===== src/rtl/data_mem_arbiter.sv =====
// Round-robin arbiter between two 64-bit requesters in front of a byte-wide data memory.
// Each doubleword moves as eight consecutive little-endian byte cycles.
module data_mem_arbiter #(
   parameter int unsigned ADDR_W    = 64,
   parameter int unsigned MEM_BYTES = 64
) (
   input  logic              clk,
   input  logic              reset,
   input  logic              req0_valid,
   input  logic              req0_write,
   input  logic [ADDR_W-1:0] req0_addr,
   input  logic [63:0]       req0_wdata,
   input  logic              req1_valid,
   input  logic              req1_write,
   input  logic [ADDR_W-1:0] req1_addr,
   input  logic [63:0]       req1_wdata,
   output logic              done0,
   output logic              done1,
   output logic              err,
   output logic [63:0]       rdata,
   output logic [ADDR_W-1:0] mem_addr,
   output logic [7:0]        mem_wdata,
   output logic              mem_we,
   output logic              mem_re,
   input  logic [7:0]        mem_rdata
);

   typedef enum logic [1:0] {StIdle, StXfer, StDone} state_e;

   localparam logic [ADDR_W:0] MemLimit = (ADDR_W+1)'(MEM_BYTES);
   localparam logic [ADDR_W:0] DwLast   = (ADDR_W+1)'(7);

   state_e              state_q, state_d;
   logic [2:0]          cnt_q, cnt_d;
   logic                last_grant_q, last_grant_d;
   logic                gid_q, gid_d;
   logic                write_q, write_d;
   logic [ADDR_W-1:0]   addr_q, addr_d;
   logic [63:0]         wdata_q, wdata_d;
   logic                err_q, err_d;
   logic [63:0]         ldbuf_q, ldbuf_d;
   logic [63:0]         rdata_q, rdata_d;

   logic                grant_id;
   logic                sel_write;
   logic [ADDR_W-1:0]   sel_addr;
   logic [63:0]         sel_wdata;
   logic [ADDR_W:0]     end_addr;
   logic                out_of_range;
   logic [63:0]         ld_next;
   logic                xfer_active;

   // Requester 1 wins only when alone or when requester 0 was served last.
   assign grant_id  = req1_valid && (!req0_valid || !last_grant_q);
   assign sel_write = grant_id ? req1_write : req0_write;
   assign sel_addr  = grant_id ? req1_addr  : req0_addr;
   assign sel_wdata = grant_id ? req1_wdata : req0_wdata;

   // Extra top bit keeps addresses near the top of the space from wrapping into range.
   assign end_addr     = {1'b0, sel_addr} + DwLast;
   assign out_of_range = end_addr >= MemLimit;

   always_comb begin
      ld_next                       = ldbuf_q;
      ld_next[{cnt_q, 3'b000} +: 8] = mem_rdata;
   end

   always_comb begin
      state_d      = state_q;
      cnt_d        = cnt_q;
      last_grant_d = last_grant_q;
      gid_d        = gid_q;
      write_d      = write_q;
      addr_d       = addr_q;
      wdata_d      = wdata_q;
      err_d        = err_q;
      ldbuf_d      = ldbuf_q;
      rdata_d      = rdata_q;

      unique case (state_q)
         StIdle: begin
            if (req0_valid || req1_valid) begin
               gid_d   = grant_id;
               write_d = sel_write;
               addr_d  = sel_addr;
               wdata_d = sel_wdata;
               cnt_d   = 3'd0;
               if (out_of_range) begin
                  err_d   = 1'b1;
                  state_d = StDone;
               end else begin
                  err_d   = 1'b0;
                  state_d = StXfer;
               end
            end
         end
         StXfer: begin
            cnt_d = cnt_q + 3'd1;
            if (!write_q) begin
               ldbuf_d = ld_next;
            end
            if (cnt_q == 3'd7) begin
               state_d = StDone;
               // Publish the assembled doubleword so it is already valid in the done cycle.
               if (!write_q) begin
                  rdata_d = ld_next;
               end
            end
         end
         StDone: begin
            last_grant_d = gid_q;
            state_d      = StIdle;
         end
         default: begin
            state_d = StIdle;
         end
      endcase
   end

   always_ff @(posedge clk) begin
      if (reset) begin
         state_q      <= StIdle;
         cnt_q        <= 3'd0;
         last_grant_q <= 1'b1;
         gid_q        <= 1'b0;
         write_q      <= 1'b0;
         addr_q       <= '0;
         wdata_q      <= '0;
         err_q        <= 1'b0;
         ldbuf_q      <= '0;
         rdata_q      <= '0;
      end else begin
         state_q      <= state_d;
         cnt_q        <= cnt_d;
         last_grant_q <= last_grant_d;
         gid_q        <= gid_d;
         write_q      <= write_d;
         addr_q       <= addr_d;
         wdata_q      <= wdata_d;
         err_q        <= err_d;
         ldbuf_q      <= ldbuf_d;
         rdata_q      <= rdata_d;
      end
   end

   // Gating with reset stops the byte in flight from being written on the abort edge.
   assign xfer_active = (state_q == StXfer) && !reset;
   assign mem_we      = xfer_active && write_q;
   assign mem_re      = xfer_active && !write_q;
   assign mem_addr    = xfer_active ? (addr_q + {{(ADDR_W-3){1'b0}}, cnt_q}) : '0;
   assign mem_wdata   = mem_we ? wdata_q[{cnt_q, 3'b000} +: 8] : 8'h00;

   assign done0 = (state_q == StDone) && !gid_q;
   assign done1 = (state_q == StDone) && gid_q;
   assign err   = (state_q == StDone) && err_q;
   assign rdata = rdata_q;

endmodule


===== config.mk =====
export PLATFORM = sky130hd
export DESIGN_NAME = data_mem_arbiter
export DESIGN_NICKNAME = d
export VERILOG_FILES = /design/src/rtl/data_mem_arbiter.sv
export SDC_FILE = /design/constraint.sdc
export NUM_CORES = 1
export LEC_CHECK = 0
export CORE_MARGIN = 4
export CORE_UTILIZATION = 31
export DETAILED_ROUTE_END_ITERATION = 6
export PLACE_DENSITY = 0.54
export SETUP_SLACK_MARGIN = 0.15
export SYNTH_ARGS = -nofsm -noshare
export SYNTH_HDL_FRONTEND = slang
export SYNTH_SLANG_ARGS = --single-unit

===== constraint.sdc =====
create_clock -name clk -period 3.8 [get_ports clk]
set_clock_uncertainty 0.1 [all_clocks]
set_input_delay 0.76 -clock clk [delete_from_list [all_inputs] [get_ports clk]]
set_output_delay 0.76 -clock clk [all_outputs]
set_load 0.05 [all_outputs]

# Word level (Yosys, flattened, before mapping)
# Index checks and enable logic that the tools add are counted.
[totals] ff_bits=265 output_inout_bits=141 wordCells=58
[op_classes] n_addsub=4 n_lt_le_gt_ge=1 eq_ne=5 shifts=3 muxes=13 n_bitwise=1 n_reduce_logical=21
[op_table] cell="two-way mux 64 bit" count=3
[op_table] cell="adder 64 x 3 -> 65 bit (second input constant)" count=1
[op_table] cell="greater-or-equal comparator 65 x 7 -> 1 bit (second input constant)" count=1
[op_table] cell="adder 64 x 3 -> 64 bit" count=1
[op_table] cell="bitwise mux 64 bit" count=1
[op_table] cell="variable shift 8 x 8 -> 64 bit (first input constant)" count=1
[op_table] cell="indexed part select 64 x 7 -> 8 bit" count=1
[op_table] cell="indexed part select 8 x 8 -> 64 bit" count=1
[op_table] cell="two-way mux 8 bit" count=1
[op_table] cell="negation 6 -> 8 bit" count=1
[op_table] cell="AND reduction 2 bit" count=4
[op_table] cell="logical AND 1 bit" count=7
[op_table] cell="two-way mux 2 bit" count=3
[op_table] cell="one-hot mux 3 bit (2 select lines)" count=1
[op_table] cell="logical NOT 1 bit" count=5
[op_table] cell="inequality test 2 bit (second input constant)" count=2
[op_table] cell="one-hot mux 2 bit (2 select lines)" count=1
[op_table] cell="adder 3 x 1 -> 3 bit (second input constant)" count=1
[op_table] cell="equality test 3 bit (second input constant)" count=1
[op_table] cell="two-way mux 3 bit" count=1
[op_table] cell="AND reduction 3 bit" count=1
[op_table] cell="equality test 2 x 1 -> 1 bit (second input constant)" count=1
[op_table] cell="equality test 2 bit (second input constant)" count=1
[op_table] cell="logical NOT 2 bit" count=1
[op_table] cell="4 further kinds" count=6

# Depth between registers and ports, before layout
[depth] depth_word=9 ltp_mapped=15

# Worst setup path after synthesis
# No wires, ideal clock.
[synth_path] path_kind="reg-to-output" startpoint="register cnt_q[0]" endpoint="output mem_addr[54]" arrival_ps=3580 required_time_ps=2940 slack_ps=-640 stages_incl_launch_ff=12 path_buffers=1 cell_sequence="dfxtp_1 > ha_1 > fa_1 > a21o_1 > nand4_1 > nor4_2 > nand2_1 > nor3_1 > nand3_1 > clkbuf_1 > or3_1 > a21oi_1"
[synth_via] elab_chain_cells=2
[synth_lines] element="from (decl)" line_no="34" text="logic [2:0] cnt_q, cnt_d;"
[synth_lines] element="from (signal assigned)" line_no="134" text="cnt_q <= cnt_d;"
[synth_lines] element="adder 64 x 3 -> 64 bit" line_no="150" text="assign mem_addr = xfer_active ? (addr_q + {{(ADDR_W-3){1'b0}}, cnt_q}) : '0;"
[synth_lines] element="two-way mux 64 bit" line_no="150"
[synth_lines] element="to (decl)" line_no="21" text="output logic [ADDR_W-1:0] mem_addr,"
# No other way between the ends.

# Worst setup path after layout
[layout_path] startpoint="register cnt_q[0]" endpoint="output mem_addr[63]"
# The elaborated chain is that of the path after synthesis.

==> results_dict.tcl <==
set metrics [dict create \
    run_status "complete, but fails checks" \
    violations "negative setup slack" \
    synthArstFlopShare 0 \
    slew_violations 0 \
    place_ws_ns -0.754 \
    period_needed_ns 4.31 \
    synth_edf_count 0 \
    cts_tree "yes" \
    cts_buffer_depth 3 \
    design_area_sq_um 25500 \
    whs_ns 0.354 \
    grt_max_degree 76 \
    final_util 0.503 \
    cts.root.buffer_cell "clkbuf_16" \
    ant_nets 0 \
    worst_setup_path_start_kind "flip-flop" \
    postRouteWirelength_um 69300 \
    fin_nets 3039 \
    via_per_inst 5.29 \
    cp.required_ns 2.94 \
    fin_cells 3456 \
    dp.cells 3373 \
    clock_latency_ns 0.59 \
    gr-total-overflow 0 \
    die_x_um 235 \
    netlist_instances 2096 \
    synth_area_sq_um 16000 \
    power_density_nw_per_um2 301 \
    rsz0062_at_grt "true" \
    ys_ff_latch 265 \
    synth_flop_cell "dfxtp_1" \
    vias 18291 \
    timing.final.ws_setup_ns -0.512 \
    htreeDepth 1 \
    dieArea_sq_um 55300 \
    place_area_sq_um 23500 \
    core_area_sq_um 50600 \
    first_pass_iters 5 \
    relSlewSlack 0.466 \
    cp-end-kind "primary output" \
    ctsHoldBuffers 0 \
    synth.distinct_cells 77 \
    max_slew.worst_pin.slew_ns 0.795 \
    syn_area_per_cell_sq_um 7.63 \
    timing.max_cap.violations 0 \
    drive_above_1_share 0.236 \
    yosysSeqAreaShare 0.332 \
    area_growth_pct 59.3 \
    peakVddDrop_uv 426 \
    io_buffers 410 \
    fmax_mhz 232 \
    initial_core_util 0.316 \
    gp_congestion 0.943 \
    wl_per_cell_um 20.0 \
    critPathKind "flip-flop to primary output" \
    finalPower_mw 7.68 \
    critPathArrivalTime_ns 3.45 \
    grt_pass1_vias 17961 \
    row_count 82 \
    post-dp-hpwl_um 54100 \
    setup_viol 36 \
    ys_warn_count 0 \
    cts.sinks 265 \
    cts_made_buffers 31 \
    drt_iter0_drc 1413 \
    finalHoldViolations 0 \
    dieHeight_um 235 \
    io-pin-count 411 \
    antenna_found_initial 2 \
    cp_max_fo 8 \
    grt_use_total 0.237 \
    tns_ns -11.30 \
    leakage_nw 9.63 \
    route.detailed.drc 0 \
    hold_class "flip-flop to flip-flop" \
    cts.clk_slew.worst_paths_ns 0.07 \
    period_share 1.13 \
    grt_pass1_wl_um 106000 \
    syn_nets 2377 \
]
[layout by cell type, fill, tap and decap left out, types with 35 or more instances in the layout]
| cell type | n |
|---|---|
| buf_4 | 355 |
| nor2_1 | 337 |
| nand2_1 | 329 |
| clkdlybuf4s50_1 | 317 |
| dfxtp_1 | 259 |
| a211oi_1 | 115 |
| mux2i_1 | 108 |
| a21oi_1 | 88 |
| a311oi_1 | 86 |
| nand3_1 | 67 |
| nand4_1 | 53 |
| buf_12 | 49 |
| nor3_1 | 43 |
| xor2_1 | 42 |
| buf_6 | 35 |
[final cells by class]
cell class	count	area, sq um
Fill cell	4933	25100
Multi-Input combinational cell	1667	10700
Timing Repair Buffer	776	7450
Sequential cell	265	5320
Clock buffer	48	900
Tap cell	672	841
Clock inverter	9	146
Inverter	17	63.8
Antenna cell	2	5.00
[Yosys cell counts (all sizes together), types with 7 or more instances]
cell / n / area [sq um]
o21ai: 33 / 165
and3: 22 / 138
ha: 10 / 125
mux4: 16 / 360
nor3: 53 / 270
a21oi: 96 / 480
nand3: 82 / 410
a211oi: 116 / 871
inv: 16 / 60.1
o22ai: 13 / 81.3
nand4: 53 / 332
or3: 18 / 113
mux2: 7 / 78.8
and4: 10 / 87.6
nor4: 37 / 308
clkbuf: 111 / 417
and2: 26 / 163
nor4b: 9 / 78.8
xor2: 46 / 403
buf: 37 / 189
nor2: 360 / 1350
mux2i: 112 / 1120
o31ai: 7 / 52.6
nand2: 336 / 1260
xnor2: 33 / 289
dfxtp: 265 / 5310
a311oi: 86 / 753
[sequential cells by signal, summed over array words and instances, names as in the netlist]
| name | cells |
|---|---|
| write_q | 1 |
| err_q | 1 |
| gid_q | 1 |
| wdata_q | 64 |
| state_q | 2 |
| rdata | 64 |
| cnt_q | 3 |
| last_grant_q | 1 |
| addr_q | 64 |
| ldbuf_q | 64 |
[routing by layer]
metal | vias up | part of all wire | track usage
li1 | 8921 | - | -
met1 | 8750 | 0.45 | 0.322
met2 | 530 | 0.47 | 0.402
met3 | 90 | 0.053 | 0.0322
met4 | 0 | 0.022 | 0.0560
met5 | - | 0 | 0
[logic make-up after synthesis]
logic type / synth area share
AO/OA/AOI/OAI: 0.178
AND/OR/NAND/NOR: 0.298
buffers and inverters: 0.0419
flip-flops: 0.332
adder cells (fa/ha/maj): 0.00908
XOR/XNOR: 0.0433
multiplexers: 0.0978
[repair_timing]
item                                    in CTS  in global routing
endpoints found under the setup margin      51                 53
cloned                                       2                  0
resized for setup                           73                112
setup buffers                               12                 11
pin swaps                                   19                 39
[critical path: stages, from the launching register on]
cell and delay [ns]:
dfxtp_2 0.35, ha_4 0.14, buf_4 0.10, buf_6 0.08, buf_4 0.08, a21o_1 0.14
a21oi_4 0.08, and4b_2 0.35, nand4_1 0.15, buf_6 0.18, nor3_4 0.13, buf_6 0.12
and3_4 0.19, buf_12 0.14, nand4_1 0.12, xor2_1 0.18, nor2_2 0.17, buf_12 0.15
[report_power, final]
part / switching (mW) / internal (mW) / leakage (nW)
Clock: 1.24 / 1.83 / 0.499
Combinational: 0.777 / 0.766 / 6.96
Sequential: 0.133 / 2.93 / 2.17
Total: 2.15 / 5.52 / 9.63
[path summary, 6_finish.rpt]
kind	from	to	slack, ns	cells past startpoint
worst max register to register	last_grant_q	err_q	0.28	12
worst min register to register	ldbuf_q[37]	ldbuf_q[37]	0.35	2
worst min-delay path	ldbuf_q[37]	ldbuf_q[37]	0.35	2
worst max-delay path	cnt_q[0]	mem_addr[63]	-0.51	17
Note: power is estimated with default switching activity, not from simulation.
